`src/rtl/psm_pkg.sv`:
```
// ============================================================================
// psm_pkg : shared state encoding and helpers for the dead-time generator
// Rev 1.0 : initial release
// ============================================================================
`default_nettype none

package psm_pkg;

  localparam logic [2:0] OFF   = 3'd0;
  localparam logic [2:0] DT_HI = 3'd1;
  localparam logic [2:0] ON_HI = 3'd2;
  localparam logic [2:0] DT_LO = 3'd3;
  localparam logic [2:0] ON_LO = 3'd4;

  // Bit offsets of the high/low gate inside one channel's output pair
  localparam int HI = 0;
  localparam int LO = 1;

  typedef enum logic [2:0] {
    ST_OFF   = OFF,
    ST_DT_HI = DT_HI,
    ST_ON_HI = ON_HI,
    ST_DT_LO = DT_LO,
    ST_ON_LO = ON_LO
  } state_t;

  // State to enter when a side is requested; zero dead time skips straight to ON
  function automatic state_t enter_side(input logic psm,
                                        input logic hi_zero,
                                        input logic lo_zero);
    if (psm) return hi_zero ? ST_ON_HI : ST_DT_HI;
    return lo_zero ? ST_ON_LO : ST_DT_LO;
  endfunction

endpackage

`default_nettype wire

```
`src/rtl/psm_dt_channel.sv`:
```
// ============================================================================
// psm_dt_channel : one complementary gate pair with dead-time FSM and counter
// Rev 1.0 : initial release
// ============================================================================
`default_nettype none

module psm_dt_channel
  import psm_pkg::*;
#(
  parameter int BITS_DATA = 8
) (
  input  logic                 CLK,
  input  logic                 RST,
  input  logic                 iRUN,
  input  logic                 iPSM,
  input  logic [BITS_DATA-1:0] iDT_HI,
  input  logic [BITS_DATA-1:0] iDT_LO,
  output logic                 oHI,
  output logic                 oLO
);

  state_t               state_q, state_d;
  logic [BITS_DATA-1:0] cnt_q, cnt_d, cnt_inc;
  logic                 hi_q, hi_d, lo_q, lo_d;
  logic                 hi_zero, lo_zero;

  assign hi_zero = (iDT_HI == '0);
  assign lo_zero = (iDT_LO == '0);

  always_comb begin
    state_d = state_q;
    cnt_d   = cnt_q;
    cnt_inc = (&cnt_q) ? cnt_q : cnt_q + 1'b1;

    if (!iRUN) begin
      state_d = ST_OFF;
      cnt_d   = '0;
    end else begin
      case (state_q)
        ST_OFF: begin
          state_d = enter_side(iPSM, hi_zero, lo_zero);
          cnt_d   = '0;
        end
        ST_DT_HI: begin
          if (!iPSM) begin
            state_d = enter_side(1'b0, hi_zero, lo_zero);
            cnt_d   = '0;
          end else begin
            // Live compare: a dead-time change applies on the very next cycle
            cnt_d = cnt_inc;
            if (cnt_inc >= iDT_HI) state_d = ST_ON_HI;
          end
        end
        ST_ON_HI: begin
          if (!iPSM) begin
            state_d = enter_side(1'b0, hi_zero, lo_zero);
            cnt_d   = '0;
          end
        end
        ST_DT_LO: begin
          if (iPSM) begin
            state_d = enter_side(1'b1, hi_zero, lo_zero);
            cnt_d   = '0;
          end else begin
            cnt_d = cnt_inc;
            if (cnt_inc >= iDT_LO) state_d = ST_ON_LO;
          end
        end
        ST_ON_LO: begin
          if (iPSM) begin
            state_d = enter_side(1'b1, hi_zero, lo_zero);
            cnt_d   = '0;
          end
        end
        default: begin
          state_d = ST_OFF;
          cnt_d   = '0;
        end
      endcase
    end

    hi_d = (state_d == ST_ON_HI);
    lo_d = (state_d == ST_ON_LO);
  end

  always_ff @(posedge CLK) begin
    if (RST) begin
      state_q <= ST_OFF;
      cnt_q   <= '0;
      hi_q    <= 1'b0;
      lo_q    <= 1'b0;
    end else begin
      state_q <= state_d;
      cnt_q   <= cnt_d;
      hi_q    <= hi_d;
      lo_q    <= lo_d;
    end
  end

  assign oHI = hi_q;
  assign oLO = lo_q;

endmodule

`default_nettype wire

```
`src/rtl/psm_deadtime_nch.sv`:
```
// ============================================================================
// psm_deadtime_nch : N-channel complementary gate generator with dead time,
//                    global enable and latched fault shutdown.
// Option macro     : PSM_ASYM_DT_EN (separate low-side dead time from iDT_LO)
// Rev 1.0 : initial release
// ============================================================================
`default_nettype none

module psm_deadtime_nch
  import psm_pkg::*;
#(
  parameter int N_CH      = 3,
  parameter int BITS_DATA = 8
) (
  input  logic                      CLK,
  input  logic                      RST,
  input  logic                      iEN,
  input  logic [N_CH-1:0]           iPSM,
  input  logic [N_CH*BITS_DATA-1:0] iDT,
  input  logic [N_CH*BITS_DATA-1:0] iDT_LO,
  input  logic                      iFAULT,
  input  logic                      iFAULT_CLR,
  output logic [2*N_CH-1:0]         oPSM,
  output logic                      oFAULT
);

  logic [N_CH-1:0] psm_q, psm_d;
  logic            fault_q, fault_d;
  logic            run;

  // Fault set dominates a simultaneous clear
  always_comb begin
    psm_d   = iPSM;
    fault_d = fault_q;
    if (iFAULT)          fault_d = 1'b1;
    else if (iFAULT_CLR) fault_d = 1'b0;
  end

  always_ff @(posedge CLK) begin
    if (RST) begin
      psm_q   <= '0;
      fault_q <= 1'b0;
    end else begin
      psm_q   <= psm_d;
      fault_q <= fault_d;
    end
  end

  // Raw iFAULT included so shutdown happens on the same edge the latch sets
  assign run = iEN & ~fault_q & ~iFAULT;

  for (genvar k = 0; k < N_CH; k++) begin : g_ch
    logic [BITS_DATA-1:0] dt_hi;
    logic [BITS_DATA-1:0] dt_lo;

    assign dt_hi = iDT[k*BITS_DATA +: BITS_DATA];
`ifdef PSM_ASYM_DT_EN
    assign dt_lo = iDT_LO[k*BITS_DATA +: BITS_DATA];
`else
    assign dt_lo = dt_hi;
`endif

    psm_dt_channel #(
      .BITS_DATA (BITS_DATA)
    ) u_ch (
      .CLK    (CLK),
      .RST    (RST),
      .iRUN   (run),
      .iPSM   (psm_q[k]),
      .iDT_HI (dt_hi),
      .iDT_LO (dt_lo),
      .oHI    (oPSM[2*k+HI]),
      .oLO    (oPSM[2*k+LO])
    );
  end

`ifndef PSM_ASYM_DT_EN
  logic unused_dt_lo;
  assign unused_dt_lo = ^iDT_LO;
`endif

  assign oFAULT = fault_q;

endmodule

`default_nettype wire
```
`config.mk`:
```
export PLATFORM = sky130hd
export DESIGN_NAME = psm_deadtime_nch
export DESIGN_NICKNAME = d
export VERILOG_FILES = /design/src/rtl/psm_pkg.sv /design/src/rtl/psm_dt_channel.sv /design/src/rtl/psm_deadtime_nch.sv
export SDC_FILE = /design/constraint.sdc
export NUM_CORES = 1
export LEC_CHECK = 0
export ABC_AREA = 1
export CORE_MARGIN = 5
export CORE_UTILIZATION = 45
export CTS_BUF_LIST = sky130_fd_sc_hd__clkbuf_4
export DETAILED_ROUTE_END_ITERATION = 10
export HOLD_SLACK_MARGIN = 0.15
export PLACE_DENSITY = 0.76
export SLEW_MARGIN = 20
export SYNTH_ARGS = -nofsm -noshare
export SYNTH_HDL_FRONTEND = slang
export SYNTH_SLANG_ARGS = --single-unit
```
`constraint.sdc`:
```
create_clock -name CLK -period 3.3 [get_ports CLK]
set_input_delay 0.33 -clock CLK [delete_from_list [all_inputs] [get_ports CLK]]
set_output_delay 0.33 -clock CLK [all_outputs]
set_load 0.005 [all_outputs]
```
# Word level (Yosys, flattened, before mapping)

Cells that the tools add are included.

Add/sub/neg operators: 3
Magnitude comparators: 3
Equality and inequality tests: 24
Muxes and demuxes: 86
Bitwise operators: 5
Reductions and logical operators: 14

Operators by type and width:

| operator                                                              | number |
|---|---|
| 8-bit two-way mux                                                     | 15 |
| 3-bit two-way mux                                                     | 36 |
| 8-bit case mux with 4 select lines                                    | 3 |
| 3-bit case mux with 5 select lines                                    | 3 |
| 3-bit by 2-bit equality test with 1-bit output, second input constant | 9 |
| 1-bit two-way mux                                                     | 26 |
| 8-bit by 1-bit adder with 8-bit output, second input constant         | 3 |
| 8-bit >= comparator                                                   | 3 |
| 8-bit zero test                                                       | 3 |
| 8-bit AND reduction                                                   | 3 |
| 3-bit equality test, second input constant                            | 6 |
| 2-bit inequality test, second input constant                          | 6 |
| 3-bit by 1-bit equality test with 1-bit output, second input constant | 3 |
| 3-bit zero test                                                       | 3 |
| 2-bit two-way mux                                                     | 3 |
| 2-bit AND reduction                                                   | 3 |
| 1-bit NOT                                                             | 3 |
| 1-bit bitwise AND                                                     | 2 |
| 2-bit nonzero test                                                    | 1 |
| 2-bit OR reduction                                                    | 1 |

Register bits after elaboration: 43
Output and inout bits: 7
Word-level logic and storage cells: 149

# Depth between registers and ports, before layout

Depth in word-level cells: 9
Depth in mapped cells: 23

# By module

A second synthesis with hierarchy kept.

Cell total of the unflattened synthesis: 667
Area, all modules: 4126.5 um^2

Modules (own cells, without submodules):

| module                        | instances | cells each | area an instance (um^2) | seq. area each (um^2) |
|---|---|---|---|---|
| psm_dt_channel (g_ch[2].u_ch) | 1         | 224        | 1371.3                  | 260.2 |
| psm_dt_channel (g_ch[0].u_ch) | 1         | 214        | 1315.0                  | 260.2 |
| psm_dt_channel (g_ch[1].u_ch) | 1         | 212        | 1305.0                  | 260.2 |
| psm_deadtime_nch              | 1         | 17         | 135.1                   | 80.1 |

# Least setup slack after synthesis

OpenSTA, ideal clock, no wires.

Path kind: reg-to-reg
Start: register g_ch[0].u_ch.cnt_q[0]
End: register g_ch[0].u_ch.lo_q
Data arrival time: 2.432 ns
Slack: 0.750 ns
Stages on the path, launching flop included: 17
Buffers on the path: 0
Cells stage by stage: dfxtp_1 > ha_1 > nand2_2 > nor3_4 > nand3_2 > mux2_4 > ha_1 > nand2_1 > nor2_1 > nor2_1 > nand2_1 > nand2_1 > nand2_1 > o21ai_0 > nand2_1 > a21oi_1 > nor2_1

Word-level cells in the longest chain between the ends: 8

RTL lines:

| element                                                                              | line                                       | source |
|---|---|---|
| start, declared                                                                      | psm_dt_channel.sv:23                       | `logic [BITS_DATA-1:0] cnt_q, cnt_d, cnt_inc;` |
| start signal, assigned                                                               | psm_dt_channel.sv:94                       | `cnt_q <= cnt_d;` |
| 8-bit by 1-bit adder with 8-bit output / 8-bit AND reduction (equally long branches) | psm_dt_channel.sv:33                       | `cnt_inc = (&cnt_q) ? cnt_q : cnt_q + 1'b1;` |
| 8-bit two-way mux *                                                                  | psm_dt_channel.sv:33                       |  |
| 8-bit >= comparator *                                                                | psm_dt_channel.sv:51, psm_dt_channel.sv:66 |  |
| 3-bit two-way mux, on equally long branches                                          | psm_dt_channel.sv:66, psm_dt_channel.sv:51 |  |
| 3-bit two-way mux, on equally long branches                                          | psm_dt_channel.sv:61, psm_dt_channel.sv:45 |  |
| 3-bit case mux with 5 select lines *                                                 | psm_dt_channel.sv:39                       | `case (state_q)` |
| 3-bit two-way mux *                                                                  | psm_dt_channel.sv:35                       | `if (!iRUN) begin` |
| 3-bit equality test *                                                                | psm_dt_channel.sv:83                       | `lo_d = (state_d == ST_ON_LO);` |
| end signal, assigned                                                                 | psm_dt_channel.sv:96                       | `lo_q <= lo_d;` |
| end, declared                                                                        | psm_dt_channel.sv:24                       | `logic hi_q, hi_d, lo_q, lo_d;` |

Every way passes the cells marked *; elsewhere a longest branch is shown, timed or not.
A chain may end at the register's enable or synchronous reset.

# Final worst setup path

Start: register g_ch[0].u_ch.cnt_q[1]
End: register g_ch[0].u_ch.lo_q

The elaborated chain is that of the path after synthesis.

==> metrics.yaml <==
status: "finished, final reports clean"
ios: 63
cts_tree: "done"
cts-htree-levels: 2
period_needed_ps: 2860
first_pass_iters: 4
timing.critical_path.required_ps: 3550
fp.dieH_um: 97.2
port-buffer-count: 38
critical_path.reg2reg.startpoint: "g_ch[0].u_ch.cnt_q[1]"
cellPowerDensity_mw_per_mm2: 241
post_synth_mux_area_share_pct: 0.877
cts_made_buffers: 5
cts_setup_buffers: 0
fill_cells: 736
fin_nets: 658
synth-compound-area-share_pct: 10.1
count_of_hold_buffers_inserted_by_post_cts_repair: 0
cts_num_sinks: 43
leakage_nw: 1.92
gr-total-overflow: 0
floorplan.die_area_mm2: 0.00945
ant_nets: 0
fin_max_slew_vios: 0
layout-drive-gt1-share_pct: 6.98
synth.yosys.warnings: 0
grtUsageTotal_pct: 16.2
n_antenna_cell: 0
synth_simple_gate_area_share_pct: 37.3
synth_fp_nets: 622
synth_adder_area_share_pct: 11.0
grt_setup_unrepaired: "false"
gpl.final_weighted_congestion: 0.903
dr.first_iter.drc_count: 117
syn_to_layout_area_delta_pct: 14.8
layout.area.seq_um2: 861
grt_first_pass_wirelength_mm: 13.4
crit_path_from: "g_ch[0].u_ch.cnt_q[1]"
fmax_mhz: 350
num_vias: 3293
commonest_cells_after_routing_fill_and_taps_aside: "159 x sky130_fd_sc_hd__nand2_1, 77 x sky130_fd_sc_hd__inv_1, 62 x sky130_fd_sc_hd__nor2_1"
power_w: 0.000948
fin_crit_sh_pct: 86.6
vdd_ir_drop_max_mv: 0.219
grt_pass1_vias: 3253
die_x_um: 97.2
routed_wirelength_mm: 7.37
async_reset_ff_share_pct: 0
place.detailed.hpwl_mm: 5.98
synth.yosys.seq_area_share_pct: 25.1
grt_start_max_net_pins: 25
core_area_mm2: 0.00733
initial_cell_density_of_the_core_pct: 46.7
fin_tns_setup_ps: 0
clock_tree.root_cell: "sky130_fd_sc_hd__clkbuf_4"
post_synth_inst_count: 536
std_cell_rows: 31
max_capacitance_violation_count: 0
synth-edff-count: 0
max-clock-path-buffers: 2
max-slew-margin-rel_pct: 57.0
hold_viol: 0
ctsResizeCount: 0
drc: 0
clock_skew_ps: 14.8
synth_top_family_by_area: "simple AND/OR/NAND/NOR gates"
synth.ff_latch_count: 43
worst_setup_path_end_kind: "flop"
start_kind: "flop"
critPathKind: "reg -> reg"
ys.flop_type: "sky130_fd_sc_hd__dfxtp_1"
avgViaCountPerCell: 4.90
mappedNetlistArea_mm2: 0.00342
multiInputGateArea_mm2: 0.00219
clk-insertion-delay-late_ps: 350
cp_data_arrival_time_ps: 3110
worst_hold_startpoint: "iPSM[1]"
number_of_antenna_violations_at_the_first_check_in_global_routing: 0
hold_path_class: "in -> reg"
synth-xor-area-share_pct: 4.82
avgSynthCellArea_um2: 6.39
most_common_library_cell_in_the_layout_ignoring_fill_and_taps: "sky130_fd_sc_hd__nand2_1"
tightestPinTransition_ps: 640
finalSetupViolCount: 0
finalInstanceArea_mm2: 0.00393
dpl-instance-area_mm2: 0.00387
yosys.cell_types.count: 39
crit_path_max_fanout: 8
cts.reportedPaths.clkPinSlew_ps: 130
wire_per_inst_um: 11.0
==> worst max-delay path: stages (launching register included) <==
cell	delay, ps
sky130_fd_sc_hd__dfxtp_1	400
sky130_fd_sc_hd__ha_1	210
sky130_fd_sc_hd__nand2_2	90
sky130_fd_sc_hd__nor3_4	210
sky130_fd_sc_hd__nand3_2	200
sky130_fd_sc_hd__mux2_4	360
sky130_fd_sc_hd__ha_1	290
sky130_fd_sc_hd__nand2_1	70
sky130_fd_sc_hd__nor2_1	40
sky130_fd_sc_hd__nor2_1	80
sky130_fd_sc_hd__nand2_1	60
sky130_fd_sc_hd__nand2_1	140
sky130_fd_sc_hd__nand2_1	100
sky130_fd_sc_hd__o21ai_0	160
sky130_fd_sc_hd__nand2_1	90
sky130_fd_sc_hd__a21oi_1	210
sky130_fd_sc_hd__nor2_1	70
==> layout make-up <==
class	instances	area share [%]
Clock buffer	7	1.34
Sequential cell	43	21.9
Multi-Input combinational cell	401	55.8
Clock inverter	1	0.127
Inverter	82	7.83
Timing Repair Buffer	39	9.87
Tap cell	99	3.15
==> flip-flops by register name, indices dropped and copies added, names as in the netlist <==
name and cells:
oFAULT 1, g_ch.u_ch.cnt_q 24, g_ch.u_ch.state_q 9, g_ch.u_ch.oHI 3
g_ch.u_ch.oLO 3, psm_q 3
==> cells by family after synthesis <==
logic type	count (synthesis)
compound gates	61
fa+ha+maj	30
simple gates	290
xor+xnor	18
mux	2
buf+inv	92
flops	43
==> Yosys cell counts (4+ instances only) <==
master | number | area, um2
sky130_fd_sc_hd__ha_1 | 30 | 375
sky130_fd_sc_hd__nand2_2 | 6 | 37.5
sky130_fd_sc_hd__inv_1 | 77 | 289
sky130_fd_sc_hd__nor3_1 | 4 | 20.0
sky130_fd_sc_hd__dfxtp_1 | 43 | 861
sky130_fd_sc_hd__nand2_1 | 159 | 597
sky130_fd_sc_hd__nor2_1 | 62 | 233
sky130_fd_sc_hd__buf_4 | 6 | 45.0
sky130_fd_sc_hd__a21oi_1 | 35 | 175
sky130_fd_sc_hd__xnor2_1 | 7 | 61.3
sky130_fd_sc_hd__inv_2 | 5 | 18.8
sky130_fd_sc_hd__nand4_1 | 4 | 25.0
sky130_fd_sc_hd__nand3_1 | 37 | 185
sky130_fd_sc_hd__o21ai_0 | 8 | 40.0
sky130_fd_sc_hd__xor2_1 | 10 | 87.6
==> through the flow <==
step | hold WS [ps] | std cells | util (%) | setup WS (ps)
detailed placement | 463 | 664 | 52.8 | 445
global route | 477 | 672 | 53.6 | 38.3
finish | 477 | 672 | 53.6 | 442
global placement | 456 | 664 | 52.8 | 527
floorplan | 437 | 536 | - | 750
CTS | 465 | 672 | 53.6 | 436
==> worst paths after layout <==
check	endpoint	slack, ps	cells past startpoint
setup / recovery	g_ch[0].u_ch.oLO	440	16
hold / removal	psm_q[1]	480	3
setup reg to reg	g_ch[0].u_ch.oLO	440	16
hold reg to reg	g_ch[1].u_ch.cnt_q[5]	480	2
==> layer usage <==
| metal | vias to the layer above | track usage [%] | routed length, um |
|---|---|---|---|
| met4 | 0 | 4.47 | 112 |
| met1 | 1475 | 19.3 | 3420 |
| met5 | - | 0 | 0 |
| li1 | 1754 | - | - |
| met2 | 55 | 29.2 | 3550 |
| met3 | 9 | 3.66 | 284 |
==> report_power, final <==
part           total [W]  leakage [nW]  switching (W)  internal [W]
logic           0.000148          1.54      0.0000782     0.0000693
clock network   0.000267        0.0361       0.000167     0.0000998
registers       0.000534         0.348     0.00000843      0.000526
total           0.000948          1.92       0.000253      0.000695
No activity file was read; power rests on OpenSTA's default activity.
